===== config.mk =====
export PLATFORM = sky130hd
export DESIGN_NAME = seg7_capture
export DESIGN_NICKNAME = d
export VERILOG_FILES = /design/src/rtl/seg7_pkg.sv /design/src/rtl/seg7_decode.sv /design/src/rtl/seg7_capture.sv
export SDC_FILE = /design/constraint.sdc
export NUM_CORES = 1
export LEC_CHECK = 0
export BUFFER_PORTS_ARGS = -buffer_cell sky130_fd_sc_hd__buf_2
export CORE_ASPECT_RATIO = 0.6
export CORE_UTILIZATION = 65
export CTS_BUF_LIST = sky130_fd_sc_hd__clkbuf_8
export DETAILED_ROUTE_END_ITERATION = 10
export PLACE_DENSITY = 0.9
export SLEW_MARGIN = 20
export SYNTH_ARGS = -nofsm -noshare
export SYNTH_HDL_FRONTEND = slang
export SYNTH_SLANG_ARGS = --single-unit

===== constraint.sdc =====
create_clock -name iCLK -period 5.33 [get_ports iCLK]
set_input_delay 0 -clock iCLK [delete_from_list [all_inputs] [get_ports iCLK]]
set_output_delay 0 -clock iCLK [all_outputs]
set_load 0.01 [all_outputs]

===== src/rtl/seg7_pkg.sv =====
`default_nettype none
// ============================================================================
//  Module   : seg7_pkg
//  Purpose  : Shared 7-segment definitions: active-low hex glyph table,
//             blank pattern, nibble type and capture FSM state encodings.
//  Revision : 1.0  initial release
// ============================================================================
package seg7_pkg;

    typedef logic [3:0] nibble_t;

    // Active-low glyphs, bit0 = a ... bit6 = g. Entry i is the glyph for hex i.
    localparam logic [15:0][6:0] SEG7_CODE = {
        7'h0E, 7'h06, 7'h21, 7'h46, 7'h03, 7'h08, 7'h18, 7'h00,
        7'h78, 7'h02, 7'h12, 7'h19, 7'h30, 7'h24, 7'h79, 7'h40
    };

    localparam logic [6:0] SEG7_BLANK = 7'h7F;

    // Capture FSM states
    localparam logic [1:0] ST_IDLE   = 2'd0;
    localparam logic [1:0] ST_SETTLE = 2'd1;
    localparam logic [1:0] ST_HELD   = 2'd2;

endpackage
`default_nettype wire


===== src/rtl/seg7_decode.sv =====
`default_nettype none
// ============================================================================
//  Module   : seg7_decode
//  Purpose  : Combinational reverse decoder: active-low 7-segment pattern to
//             hex nibble, with a flag when the pattern is a legal glyph.
//  Revision : 1.0  initial release
// ============================================================================
module seg7_decode
    import seg7_pkg::*;
(
    input  logic [6:0] i_pat,
    output nibble_t    o_nib,
    output logic       o_valid
);

    logic    w_hit;
    nibble_t w_nib;

    // Table match against every glyph; entries are unique so at most one hits
    always_comb begin
        w_hit = 1'b0;
        w_nib = '0;
        for (int i = 0; i < 16; i++) begin
            if (i_pat == SEG7_CODE[i]) begin
                w_hit = 1'b1;
                w_nib = nibble_t'(i);
            end
        end
    end

    assign o_nib   = w_nib;
    // A dark digit is never a legal value, whatever the table holds
    assign o_valid = w_hit && (i_pat != SEG7_BLANK);

endmodule
`default_nettype wire


===== src/rtl/seg7_capture.sv =====
`default_nettype none
// ============================================================================
//  Module   : seg7_capture
//  Purpose  : Receive side of a multiplexed 7-segment bus. Synchronizes the
//             segment/strobe lines, waits for a stable sample, decodes each
//             digit and publishes complete frames atomically on oDIG.
//  Options  : define SEG7_CAPTURE_DP_EN to add decimal-point capture
//             (ports iDP / oDP).
//  Revision : 1.0  initial release
// ============================================================================
module seg7_capture
    import seg7_pkg::*;
#(
    parameter int NUM_DIG    = 8,
    parameter int STABLE_CYC = 4
) (
    input  logic                   iCLK,
    input  logic                   iRST,
    input  logic [6:0]             iSEG,
    input  logic [NUM_DIG-1:0]     iSEL,
    input  logic                   iCLR,
`ifdef SEG7_CAPTURE_DP_EN
    input  logic                   iDP,
`endif
    output logic [4*NUM_DIG-1:0]   oDIG,
    output logic [NUM_DIG-1:0]     oDIG_VALID,
    output logic                   oFRAME,
    output logic                   oERR
`ifdef SEG7_CAPTURE_DP_EN
    ,
    output logic [NUM_DIG-1:0]     oDP
`endif
);

    localparam int CNT_W = (STABLE_CYC > 2) ? $clog2(STABLE_CYC) : 1;
    localparam logic [CNT_W-1:0] CNT_MAX = CNT_W'(STABLE_CYC - 1);
    localparam int IDX_W = (NUM_DIG > 1) ? $clog2(NUM_DIG) : 1;
`ifdef SEG7_CAPTURE_DP_EN
    localparam int SW = NUM_DIG + 8;
`else
    localparam int SW = NUM_DIG + 7;
`endif

    // ------------------------------------------------------------------
    // Synchronizers
    // ------------------------------------------------------------------
    logic [6:0]         r_seg_s1, r_seg_s2;
    logic [NUM_DIG-1:0] r_sel_s1, r_sel_s2;
    logic [SW-1:0]      w_samp;

`ifdef SEG7_CAPTURE_DP_EN
    logic               r_dp_s1, r_dp_s2;

    // Two-flop synchronizer for the decimal point line
    always_ff @(posedge iCLK or posedge iRST) begin
        if (iRST) begin
            r_dp_s1 <= 1'b0;
            r_dp_s2 <= 1'b0;
        end else begin
            r_dp_s1 <= iDP;
            r_dp_s2 <= r_dp_s1;
        end
    end

    assign w_samp = {r_dp_s2, r_sel_s2, r_seg_s2};
`else
    assign w_samp = {r_sel_s2, r_seg_s2};
`endif

    // Two-flop synchronizers for segment and strobe lines
    always_ff @(posedge iCLK or posedge iRST) begin
        if (iRST) begin
            r_seg_s1 <= '0;
            r_seg_s2 <= '0;
            r_sel_s1 <= '0;
            r_sel_s2 <= '0;
        end else begin
            r_seg_s1 <= iSEG;
            r_seg_s2 <= r_seg_s1;
            r_sel_s1 <= iSEL;
            r_sel_s2 <= r_sel_s1;
        end
    end

    // ------------------------------------------------------------------
    // Stability counter. w_run is the number of extra identical samples
    // seen including the current one, so a capture can fire in the very
    // cycle the STABLE_CYC-th identical sample is present.
    // ------------------------------------------------------------------
    logic [SW-1:0]    r_prev;
    logic [CNT_W-1:0] r_cnt;
    logic [CNT_W-1:0] w_run;
    logic             w_match;

    assign w_match = (w_samp == r_prev);
    assign w_run   = !w_match           ? '0 :
                     (r_cnt == CNT_MAX) ? CNT_MAX :
                                          r_cnt + CNT_W'(1);

    // Track the previous sample and its run length
    always_ff @(posedge iCLK or posedge iRST) begin
        if (iRST) begin
            r_prev <= '0;
            r_cnt  <= '0;
        end else begin
            r_prev <= w_samp;
            r_cnt  <= w_run;
        end
    end

    // ------------------------------------------------------------------
    // Strobe analysis and decode
    // ------------------------------------------------------------------
    logic             w_sel_nz;
    logic             w_multi;
    logic [IDX_W-1:0] w_idx;
    nibble_t          w_dec_nib;
    logic             w_dec_valid;

    assign w_sel_nz = |r_sel_s2;
    // Clearing the lowest set bit leaves something only if two or more are set
    assign w_multi  = |(r_sel_s2 & (r_sel_s2 - NUM_DIG'(1)));

    // Index of the active strobe bit (meaningful only when one-hot)
    always_comb begin
        w_idx = '0;
        for (int i = 0; i < NUM_DIG; i++) begin
            if (r_sel_s2[i]) begin
                w_idx = IDX_W'(i);
            end
        end
    end

    seg7_decode u_decode (
        .i_pat   (r_seg_s2),
        .o_nib   (w_dec_nib),
        .o_valid (w_dec_valid)
    );

    // ------------------------------------------------------------------
    // Capture FSM
    // ------------------------------------------------------------------
    logic [1:0] r_state, w_state_next;
    logic       w_cap;

    assign w_cap = (r_state == ST_SETTLE) && w_sel_nz && (w_run == CNT_MAX);

    // Next-state: one capture per stable period, re-armed by any change
    always_comb begin
        w_state_next = r_state;
        case (r_state)
            ST_IDLE: begin
                if (w_sel_nz) w_state_next = ST_SETTLE;
            end
            ST_SETTLE: begin
                if (!w_sel_nz)
                    w_state_next = ST_IDLE;
                else if (w_run == CNT_MAX)
                    w_state_next = ST_HELD;
            end
            ST_HELD: begin
                if (!w_match) w_state_next = w_sel_nz ? ST_SETTLE : ST_IDLE;
            end
            default: w_state_next = ST_IDLE;
        endcase
    end

    // State register
    always_ff @(posedge iCLK or posedge iRST) begin
        if (iRST) r_state <= ST_IDLE;
        else      r_state <= w_state_next;
    end

    // ------------------------------------------------------------------
    // Frame assembly
    // ------------------------------------------------------------------
    logic [NUM_DIG-1:0][3:0] r_shadow;
    logic [NUM_DIG-1:0]      r_mask, w_mask_next;
    logic [4*NUM_DIG-1:0]    r_dig;
    logic                    r_frame, r_err;
    logic                    w_full, w_wr, w_bad;

    assign w_full = &r_mask;
    assign w_bad  = w_cap && (w_multi || !w_dec_valid);
    // iCLR drops a coincident capture entirely
    assign w_wr   = w_cap && !w_multi && w_dec_valid && !iCLR;

    // Mask: frame completion clears first, then a same-cycle capture lands
    always_comb begin
        w_mask_next = w_full ? '0 : r_mask;
        if (w_wr) w_mask_next[w_idx] = 1'b1;
        if (iCLR) w_mask_next = '0;
    end

    // Shadow nibble write on a good capture
    always_ff @(posedge iCLK or posedge iRST) begin
        if (iRST) r_shadow <= '0;
        else if (w_wr) r_shadow[w_idx] <= w_dec_nib;
    end

    // Mask, frame publication and status pulses
    always_ff @(posedge iCLK or posedge iRST) begin
        if (iRST) begin
            r_mask  <= '0;
            r_dig   <= '0;
            r_frame <= 1'b0;
            r_err   <= 1'b0;
        end else begin
            r_mask  <= w_mask_next;
            r_frame <= w_full;
            r_err   <= w_bad;
            if (w_full) r_dig <= r_shadow;
        end
    end

`ifdef SEG7_CAPTURE_DP_EN
    logic [NUM_DIG-1:0] r_dp_shadow, r_dp;

    // Decimal points: stored active-high, published with the frame
    always_ff @(posedge iCLK or posedge iRST) begin
        if (iRST) begin
            r_dp_shadow <= '0;
            r_dp        <= '0;
        end else begin
            if (w_wr)   r_dp_shadow[w_idx] <= ~r_dp_s2;
            if (w_full) r_dp <= r_dp_shadow;
        end
    end

    assign oDP = r_dp;
`endif

    assign oDIG       = r_dig;
    assign oDIG_VALID = r_mask;
    assign oFRAME     = r_frame;
    assign oERR       = r_err;

endmodule
`default_nettype wire


### Word-level counts from Yosys, hierarchy flattened

Index checks and enable logic that the tools add are counted.

| word-level totals | value |
|---|---|
| flip-flop bits (word level) | 123 |
| bits of input ports | 18 |
| output and inout bits | 42 |
| logic and storage cells | 121 |

| operators by class | value |
|---|---|
| add/subtract/negate cells | 2 |
| order comparisons | 2 |
| equal/unequal tests | 24 |
| mux-type cells | 54 |
| bitwise logic cells | 2 |
| reductions and logical operators | 18 |

Operator list:

| cell | number |
|---|---|
| $mux 4 | 9 |
| $bwmux 32 | 1 |
| $mux 3 | 10 |
| $eq 7x7->1 const B | 4 |
| $mux 8 | 3 |
| $eq 7x5->1 const B | 3 |
| $eq 7x6->1 const B | 3 |
| $mux 1 | 20 |
| $mux 2 | 8 |
| $reduce_or 8->1 | 2 |
| $eq 15x15->1 | 1 |
| $eq 7x2->1 const B | 2 |
| $eq 7x4->1 const B | 2 |
| $demux 4 s3 | 1 |
| $and 8x8->8 | 1 |
| $logic_and 1x1->1 | 8 |
| $or 8x8->8 | 1 |
| $reduce_and 8->1 | 1 |
| $sub 8x1->8 const B | 1 |
| $eq 7x3->1 const B | 1 |
| $logic_not 7->1 | 1 |
| $ne 7x7->1 const B | 1 |
| $eq 2x2->1 const B | 3 |
| $pmux 2 s3 | 1 |
| other kinds (11) | 14 |

### Depth between registers and ports, before layout

| logic depth | value |
|---|---|
| depth after elaboration | 22 |
| gate-level depth with buffers | 9 |
| mapped depth without buffers | 6 |

### By module

Synthesis repeated with hierarchy kept, for this count alone.

| unflattened totals | value |
|---|---|
| cells, all modules | 332 |
| area total of the unflattened synthesis | 4,732.0 um^2 |

Modules (own cells, without submodules):

| module | instances | cells an instance | area an instance (um^2) |
|---|---|---|---|
| seg7_capture | 1 | 275 | 4,377.9 |
| seg7_decode | 1 | 57 | 354.1 |

### Worst setup path before layout

No wires, ideal clock.

| timing | value |
|---|---|
| kind | register -> register |
| start point | register r_seg_s2[0] |
| end point | register r_shadow[12] (netlist name) |
| library setup time | 0.128 ns |
| arrival time | 2.142 ns |
| data required time | 5.202 ns |
| setup slack | 3.060 ns |
| cell stages (with the launch flop) | 9 |
| path buffers | 2 |
| period minus slack after synthesis | 2.270 ns |
| cell sequence | dfrtp_1 buf_6 nor2_1 a22oi_1 or3_1 and3_4 buf_6 a2111oi_4 mux2_1 |

| on the way | value |
|---|---|
| cells in the longest elaborated chain, start to end | 20 |

Ends and longest elaborated chain:

| what | RTL line | source |
|---|---|---|
| start: declaration | seg7_capture.sv:47 | `logic [6:0] r_seg_s1, r_seg_s2;` |
| start signal: assignment | seg7_capture.sv:79 | `r_seg_s2 <= r_seg_s1;` |
| $eq 7x7->1 | seg7_decode.sv:24 | `if (i_pat == SEG7_CODE[i]) begin` |
| $mux 1 (16 in a row) | seg7_decode.sv:24 |  |
| $logic_and 1x1->1 | seg7_decode.sv:33 | `assign o_valid = w_hit && (i_pat != SEG7_BLANK);` |
| $logic_and 1x1->1 (2 in a row) | seg7_capture.sv:186 | `assign w_wr = w_cap && !w_multi && w_dec_valid && !iCLR;` |
| end signal: indexed assignment | seg7_capture.sv:198 | `else if (w_wr) r_shadow[w_idx] <= w_dec_nib;` |
| end: declaration | seg7_capture.sv:177 | `logic [NUM_DIG-1:0][3:0] r_shadow;` |

Parallel ways exist; a longest one is shown, timed or not.
A chain may end at the register's enable or synchronous reset.

### Worst setup path in the final report

| timing | value |
|---|---|
| start point | register r_seg_s2[4] |
| end point | register r_shadow[16] (netlist name) |

The elaborated chain is that of the path after synthesis.

==> flow_summary_export.csv <==
group,metric,value,unit
critical_path,start_kind,"flip-flop",
sta,slew_headroom,36.8,%
hold_path,hp-class,"in -> async",
finish,fin_nets,530,
place,gp_congestion,0.931,
finish,fin_util,80.4,%
logic_synthesis,synthDistinctLibCells,59,
logic_synthesis,synth_adder_area_share,0,%
power,power.share.clock,42.0,%
logic_synthesis,synthesis.nets,458,
power,power.total,1.83,mW
logic_synthesis,synthMuxAreaShare,7.02,%
logic_synthesis,synth_ff_type,"dfrtp_1",
sta,rsz0062_at_grt,"false",
logic_synthesis,yosysWarningCount,0,
routing,drcViolationCount,0,
die,dieArea,8270,sq um
logic_synthesis,synth_top_family_by_area,"simple AND/OR/NAND/NOR gates",
cts,cts_root_buf,"clkbuf_8",
routing,wire_per_inst,18.4,um
logic_synthesis,synth_xor_area_share,3.22,%
finish,drive_above_1_share,26.7,%
critical_path,worst_ep_arrival_time,3240,ps
routing,vias_per_cell,5.89,
routing,first_pass_iters,5,
global_route,grt_usage,31.2,%
finish,final_cells,629,
critical_path,cp.required,5660,ps
cts,cts-resized-gates,0,
logic_synthesis,synth.avg_cell_area,11.7,sq um
sta,timing.final.crit_period,2920,ps
logic_synthesis,synth_cells,440,
sta,maxSlewViolCount,0,
die,die_x,117,um
global_route,grt_first_pass_wirelength,18500,um
cts,htree_levels,4,
sta,timing.final.hold_violations,0,
logic_synthesis,synth_compound_area_share,9.07,%
place,dp_cells,580,
job,drv_cap,0,
status,outcome,"finished clean",
sta,fmax,343,MHz
place,port_buffers,59,
critical_path,worstPathMaxFanout,14,
die,pin_count,60,
power,ir_drop,252,uV
critical_path,criticalPathCategory,"reg -> reg",
routing,wl,11600,um
cts,cts_tree,"built",
die,num_rows,24,
power,p_int,1.38,mW
die,dieHeight,70.8,um
finish,area_delta_synth_final,16.8,%
logic_synthesis,ys_async_sr_fraction,100,%
sta,clock_skew,11.0,ps
sta,worstMarginPinSlew,947,ps
die,core,7450,sq um
logic_synthesis,netlist_area,5130,sq um
cts,insertion_delay,440,ps
power,switchingPower,0.447,mW
cts,cts_sinks,123,
die,start_util,68.9,%
finish,num_antenna_cells,0,
power,pwr-share-comb,4.7,%
global_route,grt_pass1_vias,3572,
logic_synthesis,yosysSeqAreaShare,60.0,%
place,hpwlAfterDp,7310,um
cts,clkSlewWorstSetupHoldPaths,70,ps
routing,detail_route.iter0.violations,256,
routing,vias,3706,
global_route,gr-total-overflow,0,
logic_synthesis,synth-edff-count,0,
power,leakagePower,2.93,nW
sta,tns,0,ps
cts,numCtsBuffers,17,
power,powerDensity,306,nW/um^2
sta,setup_viol,0,
global_route,grt_max_degree,89,
critical_path,rrSetupSlack,2410,ps
cts,clockBufferDepth,2,
logic_synthesis,synth-simple-area-share,17.5,%
power,seqPwrFrac,53.3,%
global_route,antenna_found_initial,0,
critical_path,worst_setup_path_end_kind,"flip-flop",
routing,final_antenna_net_count,0,
logic_synthesis,ys_ff_latch,123,
power,p_sw_share,24.4,%
sta,period_share,54.7,%
==> Yosys cell counts, types with 2 or more instances <==
| cell type | instances | area share (%) |
|---|---|---|
| buf_1 | 3 | 0.22 |
| nor3_1 | 2 | 0.20 |
| a211oi_1 | 4 | 0.59 |
| a2111oi_4 | 3 | 1.6 |
| dfrtp_1 | 123 | 60 |
| nand3_1 | 3 | 0.29 |
| nand2_1 | 110 | 8.0 |
| nand4_1 | 11 | 1.3 |
| nand4b_1 | 2 | 0.34 |
| clkbuf_2 | 2 | 0.20 |
| and3_1 | 2 | 0.24 |
| and2_1 | 2 | 0.24 |
| o2111ai_1 | 6 | 1.0 |
| or2_2 | 3 | 0.37 |
| mux2_1 | 8 | 1.8 |
| nand2b_1 | 5 | 0.61 |
| buf_6 | 5 | 1.1 |
| nor3b_1 | 4 | 0.59 |
| o21ai_0 | 4 | 0.39 |
| o32ai_1 | 3 | 0.51 |
| o31a_1 | 2 | 0.34 |
| buf_2 | 5 | 0.49 |
| xnor2_1 | 13 | 2.2 |
| a21oi_1 | 16 | 1.6 |
| inv_1 | 6 | 0.44 |
| and4_1 | 3 | 0.51 |
| nor2_1 | 13 | 0.95 |
| clkbuf_1 | 11 | 0.80 |
| nor2b_1 | 2 | 0.24 |
| nand3b_1 | 5 | 0.73 |
| a211oi_2 | 5 | 1.2 |
| mux2_2 | 24 | 5.3 |
| xor2_1 | 4 | 0.68 |
==> critical path: stages (launching register included) <==
cell	delay, ps
dfrtp_1	600
and4_1	370
a32oi_1	660
nand2b_2	240
a211oi_2	530
mux2_2	400
==> logic make-up (layout without fill, tap and decap cells) <==
group | after synthesis | count (layout)
buf+inv | 32 | 117
compound gates | 54 | 54
flops | 123 | 123
simple gates | 181 | 181
xor+xnor | 18 | 18
mux | 32 | 32
==> layout make-up <==
class | instances | area (sq um)
Fill cell | 459 | 1460
Sequential cell | 123 | 3080
Clock buffer | 20 | 275
Inverter | 6 | 25.0
Clock inverter | 12 | 98.8
Tap cell | 104 | 130
Multi-Input combinational cell | 285 | 1890
Timing Repair Buffer | 79 | 492
==> metal layers <==
layer	GRT usage (%)	vias to the layer above	wire length, um	part of all wire [%]
met1	43.7	1850	5120	44
met4	11.7	0	219	1.9
met3	9.43	27	904	7.8
li1	-	1665	-	-
met2	46.6	164	5340	46
met5	0	-	0	0
==> through the flow <==
stage | hold WS (ps) | worst slack (ps) | area (sq um)
3_5_place_dp | 41.7 | 2570 | 5440
5_1_grt | 170 | 2310 | 5990
4_1_cts | 117 | 2530 | 5980
6_report | 133 | 2410 | 5990
3_3_place_gp | 27.2 | 2750 | 5440
2_1_floorplan | 31.4 | 2060 | 5130
==> sequential cells by signal, indices dropped and copies added, names as in the netlist <==
name / cells
r_shadow: 32
oDIG: 32
r_seg_s1: 7
oFRAME: 1
r_sel_s2: 8
r_sel_s1: 8
r_state: 2
r_prev: 15
oDIG_VALID: 8
r_cnt: 2
r_seg_s2: 7
oERR: 1
==> timing repair <==
| item | in CTS | in global routing |
|---|---|---|
| buffers inserted | 0 | 0 |
| hold buffers | 17 | 0 |
| endpoints found under the hold margin | 58 | 0 |
| endpoints found under the setup margin | 0 | 0 |
==> worst paths after layout <==
| kind | start | end | depth (start not counted) |
|---|---|---|---|
| worst max-delay path | r_seg_s2[4]$_DFF_PP0_ | r_shadow[16]$_DFFE_PP0P_ | 5 |
| worst min-delay path | iRST | oDIG_VALID[0]$_DFF_PP0_ | 3 |
| worst max register to register | r_seg_s2[4]$_DFF_PP0_ | r_shadow[16]$_DFFE_PP0P_ | 5 |
| worst min register to register | r_seg_s1[6]$_DFF_PP0_ | r_seg_s2[6]$_DFF_PP0_ | 0 |
| max in group asynchronous | iRST | r_shadow[14]$_DFFE_PP0P_ | 4 |
| min in group iCLK | iSEG[0] | r_seg_s1[0]$_DFF_PP0_ | 2 |
==> power groups by stage <==
| stage | registers (mW) | logic, mW | clock network, mW |
|---|---|---|---|
| 6_report | 0.975 | 0.0862 | 0.770 |
| 5_1_grt | 0.977 | 0.0948 | 0.821 |
| 4_1_cts | 0.974 | 0.0844 | 0.776 |
| 3_5_place_dp | 0.991 | 0.0739 | 0 |
| 3_3_place_gp | 0.989 | 0.0709 | 0 |
| 2_1_floorplan | 0.976 | 0.0682 | 0 |
==> cells in the final DEF (no fill, tap or decap), types with 5 or more instances in the layout <==
| cell | Yosys | routed |
|---|---|---|
| inv_1 | 6 | 6 |
| nor2_1 | 13 | 13 |
| mux2_1 | 8 | 8 |
| a21oi_1 | 16 | 16 |
| dfrtp_1 | 123 | 123 |
| clkbuf_8 | 0 | 20 |
| mux2_2 | 24 | 24 |
| nand3b_1 | 5 | 5 |
| nand2b_1 | 5 | 5 |
| dlygate4sd3_1 | 0 | 17 |
| o2111ai_1 | 6 | 6 |
| xnor2_1 | 13 | 13 |
| nand4_1 | 11 | 11 |
| buf_2 | 5 | 59 |
| a211oi_2 | 5 | 5 |
| clkinv_2 | 0 | 5 |
| nand2_1 | 110 | 110 |
Power figures use the tool's default switching activity.
